$ cat src/rtl/pipe_pkg.sv
// Shared definitions for the core's pipeline-stage registers.
//   - occupancy state encoding used by pipe_stage_reg
//   - per-stage data/control bundle widths
//   - per-stage "no side effect" control encodings used for bubbles
package pipe_pkg;

    typedef enum logic [1:0] {
        PS_EMPTY = 2'd0,
        PS_ONE   = 2'd1,
        PS_FULL  = 2'd2
    } pipe_state_e;

    // IF/ID: pc + raw instruction
    localparam int IF_ID_DATA_W  = 96;
    localparam int IF_ID_CTRL_W  = 4;
    // ID/EX: pc, rs1, rs2, imm, rd
    localparam int ID_EX_DATA_W  = 64 * 4 + 5;
    localparam int ID_EX_CTRL_W  = 12;
    // EX/MEM: alu result, store data, rd
    localparam int EX_MEM_DATA_W = 64 * 2 + 5;
    localparam int EX_MEM_CTRL_W = 8;
    // MEM/WB: writeback value, rd
    localparam int MEM_WB_DATA_W = 64 + 5;
    localparam int MEM_WB_CTRL_W = 4;

    // All control bits deasserted means no register write, no memory
    // access and no branch, so zero is a safe bubble in every stage.
    localparam logic [IF_ID_CTRL_W-1:0]  IF_ID_CTRL_NOP  = '0;
    localparam logic [ID_EX_CTRL_W-1:0]  ID_EX_CTRL_NOP  = '0;
    localparam logic [EX_MEM_CTRL_W-1:0] EX_MEM_CTRL_NOP = '0;
    localparam logic [MEM_WB_CTRL_W-1:0] MEM_WB_CTRL_NOP = '0;

    // True when the stage cannot take another entry.
    function automatic logic state_is_full(input pipe_state_e s);
        return s == PS_FULL;
    endfunction

endpackage

$ cat src/rtl/pipe_stage_reg_if.sv
// Valid/ready stream carrying one data bundle and one control bundle.
//   valid : producer holds a valid entry
//   ready : consumer accepts this cycle
//   data  : data bundle
//   ctrl  : control bundle
// master = producer side, slave = consumer side.
interface pipe_stage_reg_if #(
    parameter int DATA_W = 64,
    parameter int CTRL_W = 12
) ();

    logic              valid;
    logic              ready;
    logic [DATA_W-1:0] data;
    logic [CTRL_W-1:0] ctrl;

    modport master (
        output valid,
        output data,
        output ctrl,
        input  ready
    );

    modport slave (
        input  valid,
        input  data,
        input  ctrl,
        output ready
    );

endinterface

$ cat src/rtl/pipe_skid_slot.sv
// One storage entry of a pipeline stage: valid flag + data + control.
//   clk, rst       : clock, synchronous active-high reset
//   load           : capture d_data/d_ctrl and mark valid
//   clear          : drop the entry (ctrl forced to CTRL_NOP, data held)
//   d_data, d_ctrl : value to load
//   valid, data, ctrl : stored entry
// clear has priority over load so a flush always wins.
module pipe_skid_slot
    import pipe_pkg::*;
#(
    parameter int                DATA_W   = 64,
    parameter int                CTRL_W   = 12,
    parameter logic [CTRL_W-1:0] CTRL_NOP = '0
) (
    input  logic              clk,
    input  logic              rst,
    input  logic              load,
    input  logic              clear,
    input  logic [DATA_W-1:0] d_data,
    input  logic [CTRL_W-1:0] d_ctrl,
    output logic              valid,
    output logic [DATA_W-1:0] data,
    output logic [CTRL_W-1:0] ctrl
);

    always_ff @(posedge clk) begin
        if (rst) begin
            valid <= 1'b0;
            data  <= '0;
            ctrl  <= CTRL_NOP;
        end else if (clear) begin
            valid <= 1'b0;
            ctrl  <= CTRL_NOP;
        end else if (load) begin
            valid <= 1'b1;
            data  <= d_data;
            ctrl  <= d_ctrl;
        end
    end

endmodule

$ cat src/rtl/pipe_stage_reg.sv
// Elastic pipeline-stage register with optional skid entry, flush and
// bubble counter.
//   clk_PR, rst_PR : clock, synchronous active-high reset
//   up             : upstream stream (slave)   - in_valid/in_ready/data_in/ctrl_in
//   dn             : downstream stream (master) - out_valid/out_ready/data_out/ctrl_out
//   flush          : kill held and incoming entries
//   clr_cnt        : synchronous clear of bubble_cnt
//   bubble_cnt     : saturating count of cycles with out_valid=0 && out_ready=1
//
// state    | meaning
// ---------+-----------------------------------------------
// PS_EMPTY | main slot empty, output shows CTRL_NOP
// PS_ONE   | main slot valid, skid slot empty
// PS_FULL  | main and skid both valid, in_ready low (SKID=1 only)
module pipe_stage_reg
    import pipe_pkg::*;
#(
    parameter int                DATA_W   = 64,
    parameter int                CTRL_W   = 12,
    parameter logic [CTRL_W-1:0] CTRL_NOP = '0,
    parameter int                SKID     = 1,
    parameter int                CNT_W    = 16
) (
    input  logic             clk_PR,
    input  logic             rst_PR,
    pipe_stage_reg_if.slave  up,
    pipe_stage_reg_if.master dn,
    input  logic             flush,
    input  logic             clr_cnt,
    output logic [CNT_W-1:0] bubble_cnt
);

    localparam logic [CNT_W-1:0] CNT_MAX = '1;

    pipe_state_e       state_q;
    pipe_state_e       state_nxt;
    logic              in_ready_q;
    logic              in_ready;
    logic              in_xfer;
    logic              out_xfer;

    logic              main_load;
    logic              main_clr;
    logic              main_from_skid;
    logic              main_valid;
    logic [DATA_W-1:0] main_data;
    logic [CTRL_W-1:0] main_ctrl;
    logic [DATA_W-1:0] main_d_data;
    logic [CTRL_W-1:0] main_d_ctrl;

    logic              skid_load;
    logic              skid_clr;
    logic              skid_valid;
    logic [DATA_W-1:0] skid_data;
    logic [CTRL_W-1:0] skid_ctrl;

    // With a skid entry, in_ready comes from a flop so out_ready never
    // reaches upstream combinationally. flush forces acceptance so the
    // incoming entry is swallowed rather than left stuck upstream.
    assign in_ready = flush | ((SKID != 0) ? in_ready_q : (~main_valid | dn.ready));
    assign up.ready = in_ready;
    assign in_xfer  = up.valid && in_ready;
    assign out_xfer = main_valid && dn.ready;

    assign main_d_data = main_from_skid ? skid_data : up.data;
    assign main_d_ctrl = main_from_skid ? skid_ctrl : up.ctrl;

    assign dn.valid = main_valid;
    assign dn.data  = main_data;
    assign dn.ctrl  = main_ctrl;

    always_ff @(posedge clk_PR) begin
        if (rst_PR) begin
            state_q    <= PS_EMPTY;
            in_ready_q <= 1'b1;
        end else begin
            state_q    <= state_nxt;
            in_ready_q <= !state_is_full(state_nxt);
        end
    end

    always_comb begin
        state_nxt      = state_q;
        main_load      = 1'b0;
        main_clr       = 1'b0;
        main_from_skid = 1'b0;
        skid_load      = 1'b0;
        skid_clr       = 1'b0;
        if (flush) begin
            state_nxt = PS_EMPTY;
            main_clr  = 1'b1;
            skid_clr  = 1'b1;
        end else begin
            case (state_q)
                PS_EMPTY: begin
                    if (in_xfer) begin
                        main_load = 1'b1;
                        state_nxt = PS_ONE;
                    end
                end
                PS_ONE: begin
                    if (in_xfer && out_xfer) begin
                        main_load = 1'b1;
                    end else if (in_xfer && (SKID != 0)) begin
                        skid_load = 1'b1;
                        state_nxt = PS_FULL;
                    end else if (out_xfer) begin
                        main_clr  = 1'b1;
                        state_nxt = PS_EMPTY;
                    end
                end
                PS_FULL: begin
                    if (out_xfer && skid_valid) begin
                        main_load      = 1'b1;
                        main_from_skid = 1'b1;
                        skid_clr       = 1'b1;
                        state_nxt      = PS_ONE;
                    end
                end
                default: begin
                    state_nxt = PS_EMPTY;
                    main_clr  = 1'b1;
                    skid_clr  = 1'b1;
                end
            endcase
        end
    end

    pipe_skid_slot #(
        .DATA_W  (DATA_W),
        .CTRL_W  (CTRL_W),
        .CTRL_NOP(CTRL_NOP)
    ) u_main (
        .clk   (clk_PR),
        .rst   (rst_PR),
        .load  (main_load),
        .clear (main_clr),
        .d_data(main_d_data),
        .d_ctrl(main_d_ctrl),
        .valid (main_valid),
        .data  (main_data),
        .ctrl  (main_ctrl)
    );

    // With SKID=0 skid_load is never raised, so this entry stays empty
    // and is trimmed away in synthesis.
    pipe_skid_slot #(
        .DATA_W  (DATA_W),
        .CTRL_W  (CTRL_W),
        .CTRL_NOP(CTRL_NOP)
    ) u_skid (
        .clk   (clk_PR),
        .rst   (rst_PR),
        .load  (skid_load),
        .clear (skid_clr),
        .d_data(up.data),
        .d_ctrl(up.ctrl),
        .valid (skid_valid),
        .data  (skid_data),
        .ctrl  (skid_ctrl)
    );

    always_ff @(posedge clk_PR) begin
        if (rst_PR) begin
            bubble_cnt <= '0;
        end else if (clr_cnt) begin
            bubble_cnt <= '0;
        end else if (!main_valid && dn.ready && (bubble_cnt != CNT_MAX)) begin
            bubble_cnt <= bubble_cnt + CNT_W'(1);
        end
    end

endmodule

$ cat src/flat_wrapper.sv
// flat-port wrapper written by rule: the top's interface ports become plain ports
module pipe_stage_reg_flat import pipe_pkg::*;
#(
    parameter int                DATA_W   = 64,
    parameter int                CTRL_W   = 12,
    parameter logic [CTRL_W-1:0] CTRL_NOP = '0,
    parameter int                SKID     = 1,
    parameter int                CNT_W    = 16
)
  (clk_PR, rst_PR, flush, clr_cnt, bubble_cnt, up_valid, up_data, up_ctrl, up_ready, dn_valid, dn_data, dn_ctrl, dn_ready);
  pipe_stage_reg_if #(.DATA_W(DATA_W), .CTRL_W(CTRL_W)) up_i ();
  pipe_stage_reg_if #(.DATA_W(DATA_W), .CTRL_W(CTRL_W)) dn_i ();
  input  logic clk_PR;
  input  logic rst_PR;
  input  logic flush;
  input  logic clr_cnt;
  output logic [CNT_W-1:0] bubble_cnt;
  input wire logic [$bits(up_i.valid)-1:0] up_valid;
  input wire logic [$bits(up_i.data)-1:0] up_data;
  input wire logic [$bits(up_i.ctrl)-1:0] up_ctrl;
  output wire logic [$bits(up_i.ready)-1:0] up_ready;
  output wire logic [$bits(dn_i.valid)-1:0] dn_valid;
  output wire logic [$bits(dn_i.data)-1:0] dn_data;
  output wire logic [$bits(dn_i.ctrl)-1:0] dn_ctrl;
  input wire logic [$bits(dn_i.ready)-1:0] dn_ready;
  assign up_i.valid = up_valid;
  assign up_i.data = up_data;
  assign up_i.ctrl = up_ctrl;
  assign up_ready = up_i.ready;
  assign dn_valid = dn_i.valid;
  assign dn_data = dn_i.data;
  assign dn_ctrl = dn_i.ctrl;
  assign dn_i.ready = dn_ready;
  pipe_stage_reg #(.DATA_W(DATA_W), .CTRL_W(CTRL_W), .CTRL_NOP(CTRL_NOP), .SKID(SKID), .CNT_W(CNT_W)) u_core (.clk_PR(clk_PR), .rst_PR(rst_PR), .up(up_i), .dn(dn_i), .flush(flush), .clr_cnt(clr_cnt), .bubble_cnt(bubble_cnt));
endmodule
$ cat config.mk
export PLATFORM = sky130hd
export DESIGN_NAME = pipe_stage_reg_flat
export DESIGN_NICKNAME = d
export VERILOG_FILES = /design/src/rtl/pipe_pkg.sv /design/src/rtl/pipe_stage_reg_if.sv /design/src/rtl/pipe_skid_slot.sv /design/src/rtl/pipe_stage_reg.sv /design/src/flat_wrapper.sv
export SDC_FILE = /design/constraint.sdc
export NUM_CORES = 1
export LEC_CHECK = 0
export ABC_CLOCK_PERIOD_IN_PS = 2850
export CAP_MARGIN = 15
export CELL_PAD_IN_SITES_DETAIL_PLACEMENT = 1
export CELL_PAD_IN_SITES_GLOBAL_PLACEMENT = 2
export CORE_MARGIN = 2
export CORE_UTILIZATION = 32
export CTS_BUF_LIST = sky130_fd_sc_hd__clkbuf_8
export CTS_CLUSTER_SIZE = 24
export DETAILED_ROUTE_END_ITERATION = 7
export HOLD_SLACK_MARGIN = 0.08
export PLACE_DENSITY = 0.91
export SLEW_MARGIN = 20
export SYNTH_ARGS = -nofsm -noshare
export SYNTH_HDL_FRONTEND = slang
export SYNTH_SLANG_ARGS = --single-unit
$ cat constraint.sdc
create_clock -name clk_PR -period 2.85 [get_ports clk_PR]
set_clock_uncertainty 0.05 [all_clocks]
set_input_delay 0.285 -clock clk_PR [delete_from_list [all_inputs] [get_ports clk_PR]]
set_output_delay 0.285 -clock clk_PR [all_outputs]
set_load 0.03 [all_outputs]
==> results of run 1 <==
[metrics by stage]
step,utilization (%),instance area [µm²],worst slack (ps),cells
global route,43.0,9640,574,1259
CTS,43.0,9640,611,1259
global placement,41.3,9270,402,1227
floorplan,-,7250,960,831
detailed placement,41.3,9270,338,1227
finish,43.0,9640,609,1259
[Yosys cell counts (2+ instances only)]
| cell | number | area share (%) |
|---|---|---|
| or2_2 | 2 | 0.17 |
| a21oi_1 | 83 | 5.7 |
| o31a_1 | 2 | 0.24 |
| buf_4 | 4 | 0.41 |
| and2_1 | 2 | 0.17 |
| or3_1 | 8 | 0.69 |
| dfxtp_1 | 173 | 48 |
| nand4_1 | 10 | 0.86 |
| clkbuf_1 | 54 | 2.8 |
| mux2i_1 | 4 | 0.55 |
| a211oi_1 | 152 | 16 |
| o21ai_0 | 8 | 0.55 |
| nor4_1 | 3 | 0.26 |
| nand2_1 | 166 | 8.6 |
| and4_1 | 2 | 0.24 |
| nand4b_1 | 2 | 0.24 |
| a31oi_1 | 3 | 0.26 |
| a41o_1 | 3 | 0.41 |
| nand2b_1 | 2 | 0.17 |
| a22oi_1 | 77 | 8.0 |
| nor3_1 | 4 | 0.28 |
| nor2_1 | 9 | 0.47 |
| inv_1 | 4 | 0.21 |
| and3_1 | 5 | 0.43 |
| buf_2 | 28 | 1.9 |
[power breakdown]
group | internal (µW) | switching (µW)
Combinational | 356 | 445
Sequential | 2510 | 62.2
Clock | 713 | 955
[layout make-up]
type                            instances  area share, %
Clock inverter                         14           1.26
Timing Repair Buffer                  199           20.9
Inverter                                4          0.156
Multi-Input combinational cell        566           35.5
Clock buffer                           18           2.57
Tap cell                              285           3.70
Sequential cell                       173           35.9
[final timing paths]
path | start | cells after the start | to
max | flush | 4 | up_ready
min | rst_PR | 2 | u_core.u_skid.data[3]
max reg2reg | u_core.state_q[1] | 5 | u_core.u_main.data[4]
min reg2reg | u_core.u_skid.data[60] | 2 | u_core.u_skid.data[60]
[layer usage]
layer  global-route usage [%]  vias up  wire length [µm]
li1                         -     3351                 -
met5                        0        -                 0
met3                     5.80       24              1420
met2                     34.7      161             11800
met4                     6.08        0               418
met1                     26.2     3543             11000
[flip-flops by register name, indices dropped and copies added, names as in the netlist]
name	cells
u_core.u_main.data	64
u_core.u_skid.data	64
u_core.bubble_cnt	16
u_core.u_main.ctrl	12
u_core.u_skid.ctrl	12
u_core.state_q	2
u_core.in_ready_q	1
u_core.u_main.valid	1
u_core.u_skid.valid	1
[worst max-delay path, stage by stage]
cell and delay [ps]:
clkdlybuf4s50_1 470, buf_4 210, or2_2 300, clkdlybuf4s50_1 640
[logic make-up (layout without fill, tap and decap cells)]
logic type	count (synthesis)	in the layout	share of synthesized area, %
DFF	173	173	47.8
AOI/OAI and AO/OA	338	338	32.2
muxes	4	4	0.552
adders and majority gates	1	1	0.173
buffers and inverters	92	235	5.56
and+or+nand+nor	223	223	13.8
==> flow_metrics.py, run 1 <==
metrics = {
    "pwr": {
        "p_per_area_nw_per_um2": 523,
        "ir_drop_uv": 267,
        "power_uw": 5040,
        "leakage_uw": 0.00324,
    },
    "final_layout": {
        "final_common_cell": "clkdlybuf4s50_1",
        "drive_above_1_share_pct": 7.19,
        "diodes": 0,
        "regArea_um2": 3460,
        "multiInputGateArea_um2": 3420,
        "n_fill_cell": 2599,
        "nets": 1044,
        "syn_to_final_growth_pct": 32.9,
        "mostFrequentLayoutCells": "174 x clkdlybuf4s50_1, 173 x dfxtp_1, 166 x nand2_1, 152 x a211oi_1, 83 x a21oi_1",
    },
    "drt": {
        "routed_wl_um": 24600,
        "drt_iter0_drc": 359,
        "avgViaCountPerCell": 5.62,
        "dr.pass1.iters": 5,
        "num_vias": 7079,
        "wl_per_cell_um": 19.6,
        "final_antenna_net_count": 0,
        "drc_errors": 0,
    },
    "synthesis": {
        "synth_edf_count": 0,
        "yosys_most_used_dff": "dfxtp_1",
        "ys_seq_elements": 173,
        "synth_cells": 831,
        "synthArstFlopShare_pct": 0,
        "synth_warnings": 0,
        "netlist_area_um2": 7250,
        "syn_nets": 914,
        "synth.yosys.seq_area_share_pct": 47.8,
        "syn_avg_cell_area_um2": 8.73,
        "synth_cell_types": 46,
    },
    "global_route": {
        "grt_pass1_vias": 7300,
        "antenna_found_initial": 0,
        "grt_usage_pct": 20.8,
        "grt_pass1_wl_um": 39700,
        "grt_max_degree": 94,
        "overflow": 0,
    },
    "cts": {
        "cts_resized": 0,
        "hold_buffers": 0,
        "clockBufferDepth": 2,
        "post_cts_buffers": 0,
        "path_clk_slew_ps": 100,
        "cts_sinks": 173,
        "worst_skew_pair.late_latency_ps": 460,
        "cts-root-buf": "clkbuf_8",
        "htree_levels": 4,
        "numCtsBuffers": 17,
        "cts_tree": "done",
    },
    "timing": {
        "finalSetupViolCount": 0,
        "min_period_ps": 2240,
        "finalCritPeriodShare_pct": 78.6,
        "rsz0062_at_grt": "false",
        "max_slew_margin_pct": 51.7,
        "tightest_slew_ps": 722,
        "fmax_ghz": 0.446,
        "slew_violations": 0,
        "totalNegativeSetupSlack_ps": 0,
        "timing.hold.ws_ps": 249,
        "hold_violations": 0,
    },
    "placed_design": {
        "gp_congestion": 0.801,
        "io_buffer_count": 175,
        "dp_hpwl_um": 15500,
    },
    "outcome": {
        "status": "finished, final reports clean",
    },
    "floorplanning": {
        "die_y_um": 155,
        "core_area_um2": 22400,
        "initial_utilization_pct": 32.3,
        "ios": 176,
        "die_w_um": 155,
        "fp.dieArea_um2": 23900,
        "fp-row-count": 55,
    },
    "critical_path": {
        "arrival_ps": 1910,
        "regToRegSetupSlack_ps": 780,
        "worstSetupPathType": "primary input to output pin",
        "critPathCaptureType": "output pin",
        "crit_path_max_fanout": 7,
        "crit_path_start_kind": "primary input",
        "required_ps": 2520,
    },
    "job": {
        "max_cap_violations": 0,
    },
    "worst_hold_path": {
        "min_path_type": "primary input to register",
    },
}
Power figures use the tool's default switching activity.
==> run 2, diff against run 1 <==
--- a/config.mk
+++ b/config.mk
@@ -5,17 +5,17 @@
 export SDC_FILE = /design/constraint.sdc
 export NUM_CORES = 1
 export LEC_CHECK = 0
-export ABC_CLOCK_PERIOD_IN_PS = 2850
+export ABC_CLOCK_PERIOD_IN_PS = 1900
 export CAP_MARGIN = 15
 export CELL_PAD_IN_SITES_DETAIL_PLACEMENT = 1
 export CELL_PAD_IN_SITES_GLOBAL_PLACEMENT = 2
 export CORE_MARGIN = 2
-export CORE_UTILIZATION = 32
+export CORE_UTILIZATION = 27
 export CTS_BUF_LIST = sky130_fd_sc_hd__clkbuf_8
 export CTS_CLUSTER_SIZE = 24
 export DETAILED_ROUTE_END_ITERATION = 7
 export HOLD_SLACK_MARGIN = 0.08
-export PLACE_DENSITY = 0.91
+export PLACE_DENSITY = 0.83
 export SLEW_MARGIN = 20
 export SYNTH_ARGS = -nofsm -noshare
 export SYNTH_HDL_FRONTEND = slang
==> constraint.sdc (replaced) <==
create_clock -name clk_PR -period 1.9 [get_ports clk_PR]
set_clock_uncertainty 0.05 [all_clocks]
set_input_delay 0.19 -clock clk_PR [delete_from_list [all_inputs] [get_ports clk_PR]]
set_output_delay 0.19 -clock clk_PR [all_outputs]
set_load 0.03 [all_outputs]
==> run 2 against run 1 <==
Effect of this change:
- largest power group unchanged
- power up 62%
- final area up 5.9%
- die area up 18%
- clock power up 84%
- cell count up 6.8%
- flip-flop and latch count unchanged
- first-iteration DRC count up 2.5%
- critical path type is now register to output pin
==> flow_metrics.py, run 2 (synthesis gave the netlist of run 1 again) <==
metrics = {
    "global_route": {
        "grt_pass1_vias": 7347,
        "antenna_found_initial": 0,
        "grt_usage_pct": 18.1,
        "grt_max_degree": 83,
        "overflow": 0,
        "grt_pass1_wl_um": 41000,
    },
    "pwr": {
        "p_per_area_nw_per_um2": 800,
        "seq_power_share_pct": 47.0,
        "leakage_uw": 0.00368,
        "swShare_pct": 27.6,
        "combPwrFrac_pct": 15.4,
        "power.internal_uw": 5920,
        "clockPowerShare_pct": 37.6,
        "power_switching_uw": 2250,
        "ir_drop_uv": 343,
    },
    "job": {
        "max_cap_violations": 0,
    },
    "floorplanning": {
        "die_y_um": 168,
        "initial_utilization_pct": 27.7,
        "die_w_um": 168,
        "ios": 176,
        "core_area_um2": 26200,
        "fp-row-count": 59,
        "fp.dieArea_um2": 28200,
    },
    "critical_path": {
        "worstSetupPathType": "register to output pin",
        "crit_path_max_fanout": 4,
        "required_ps": 1660,
        "arrival_ps": 1590,
        "critPathCaptureType": "output pin",
        "crit_path_start_kind": "register",
    },
    "placed_design": {
        "dp_hpwl_um": 17000,
        "io_buffer_count": 175,
        "dpl_cell_area_um2": 9720,
        "gp_congestion": 0.794,
    },
    "drt": {
        "routed_wl_um": 25500,
        "dr.pass1.iters": 4,
        "num_vias": 7138,
        "avgViaCountPerCell": 5.31,
        "drt_iter0_drc": 368,
        "final_antenna_net_count": 0,
        "wl_per_cell_um": 18.9,
        "drc_errors": 0,
    },
    "final_layout": {
        "fin_util_pct": 39.0,
        "final_common_cell": "dfxtp_1",
        "drive_above_1_share_pct": 10.5,
        "syn_to_final_growth_pct": 40.8,
        "design_area_um2": 10200,
        "mostFrequentLayoutCells": "173 x dfxtp_1, 166 x nand2_1, 160 x clkdlybuf4s50_1, 152 x a211oi_1, 83 x a21oi_1",
        "nets": 1079,
        "n_fill_cell": 3019,
        "largestRegisters": "u_core.u_main.data (64), u_core.u_skid.data (64), u_core.bubble_cnt (16)",
    },
    "timing": {
        "finalSetupViolCount": 0,
        "slew_violations": 0,
        "rsz0062_at_grt": "false",
        "tightest_slew_ps": 526,
        "max_slew_margin_pct": 64.9,
        "finalCritPeriodShare_pct": 96.4,
        "fmax_ghz": 0.546,
        "min_period_ps": 1830,
        "hold_violations": 0,
    },
    "cts": {
        "worst_skew_pair.late_latency_ps": 450,
        "clockBufferDepth": 2,
        "path_clk_slew_ps": 100,
        "htree_levels": 4,
        "cts_tree": "done",
        "cts-root-buf": "clkbuf_8",
        "cts_sinks": 173,
        "numCtsBuffers": 17,
    },
    "worst_hold_path": {
        "min_path_type": "primary input to register",
    },
    "outcome": {
        "status": "finished, final reports clean",
    },
}
[run 2: cell types whose count changed in the layout (fill, tap and decap cells not counted), sizes merged]
cell	change
dlygate4sd2	+6
diode	+1
buf	+35
clkbuf	-1
clkinvlp	-2
bufinv	+4
clkdlybuf4s50	-14
dlymetal6s2s	+7
dlygate4sd3	+1
clkinv	-3
inv	+2
[run 2: critical path: stages (launching register included)]
cell             delay (ps)
dfxtp_1                 340
buf_4                   140
clkdlybuf4s50_1         670
[run 2: final timing paths]
kind                                        startpoint                     end  slack, ps  depth (start not counted)
worst max-delay path              u_core.bubble_cnt[1]           bubble_cnt[1]         70                          2
worst min-delay path                       up_data[49]  u_core.u_skid.data[49]        260                          3
worst max register to register       u_core.state_q[0]  u_core.u_skid.data[14]        100                          5
worst min register to register  u_core.u_skid.data[32]  u_core.u_skid.data[32]        410                          2
[run 2: stage by stage]
step	TNS [ps]	instances	setup slack, ps	hold WS, ps	total power (µW)
5_1_grt	0	1344	1.44	239	8530
4_1_cts	0	1344	7.04	223	8290
3_5_place_dp	-31760	1311	-314	399	5190
6_report	0	1345	68.0	257	8170
2_1_floorplan	0	831	10.5	276	4550
3_3_place_gp	-26370	1311	-215	392	5180
[run 2: cell type report]
class	count	area [µm²]	area share (%)
clock buffers	17	234	2.29
repair buffers	234	2420	23.7
flip-flops and latches	173	3460	33.9
well taps	335	419	4.10
multi-input cells	566	3420	33.5
clock inverters	15	230	2.25
inverters	4	15.0	0.147
diodes	1	2.50	0.0245
[run 2: timing repair]
action | CTS | global route
hold endpoints to repair | 3 | 0
buffers inserted | 0 | 0
endpoints found under the setup margin | 6 | 33
hold buffers | 1 | 0
pin swaps | 0 | 0
resized for setup | 6 | 9
[run 2: power by group through the flow]
stage	clock (µW)	sequential, µW	combinational [µW]
floorplan	0	4130	424
global placement	0	3920	1260
CTS	3170	3840	1270
global route	3320	3860	1350
detailed placement	0	3930	1270
finish	3070	3840	1260
[run 2: layer usage]
metal,vias to the layer above,share of wire (%),GRT usage [%]
li1,3425,-,-
met1,3547,46,23.6
met2,153,48,30.5
met3,13,5.9,4.61
met4,0,0.63,3.52
met5,-,0,0
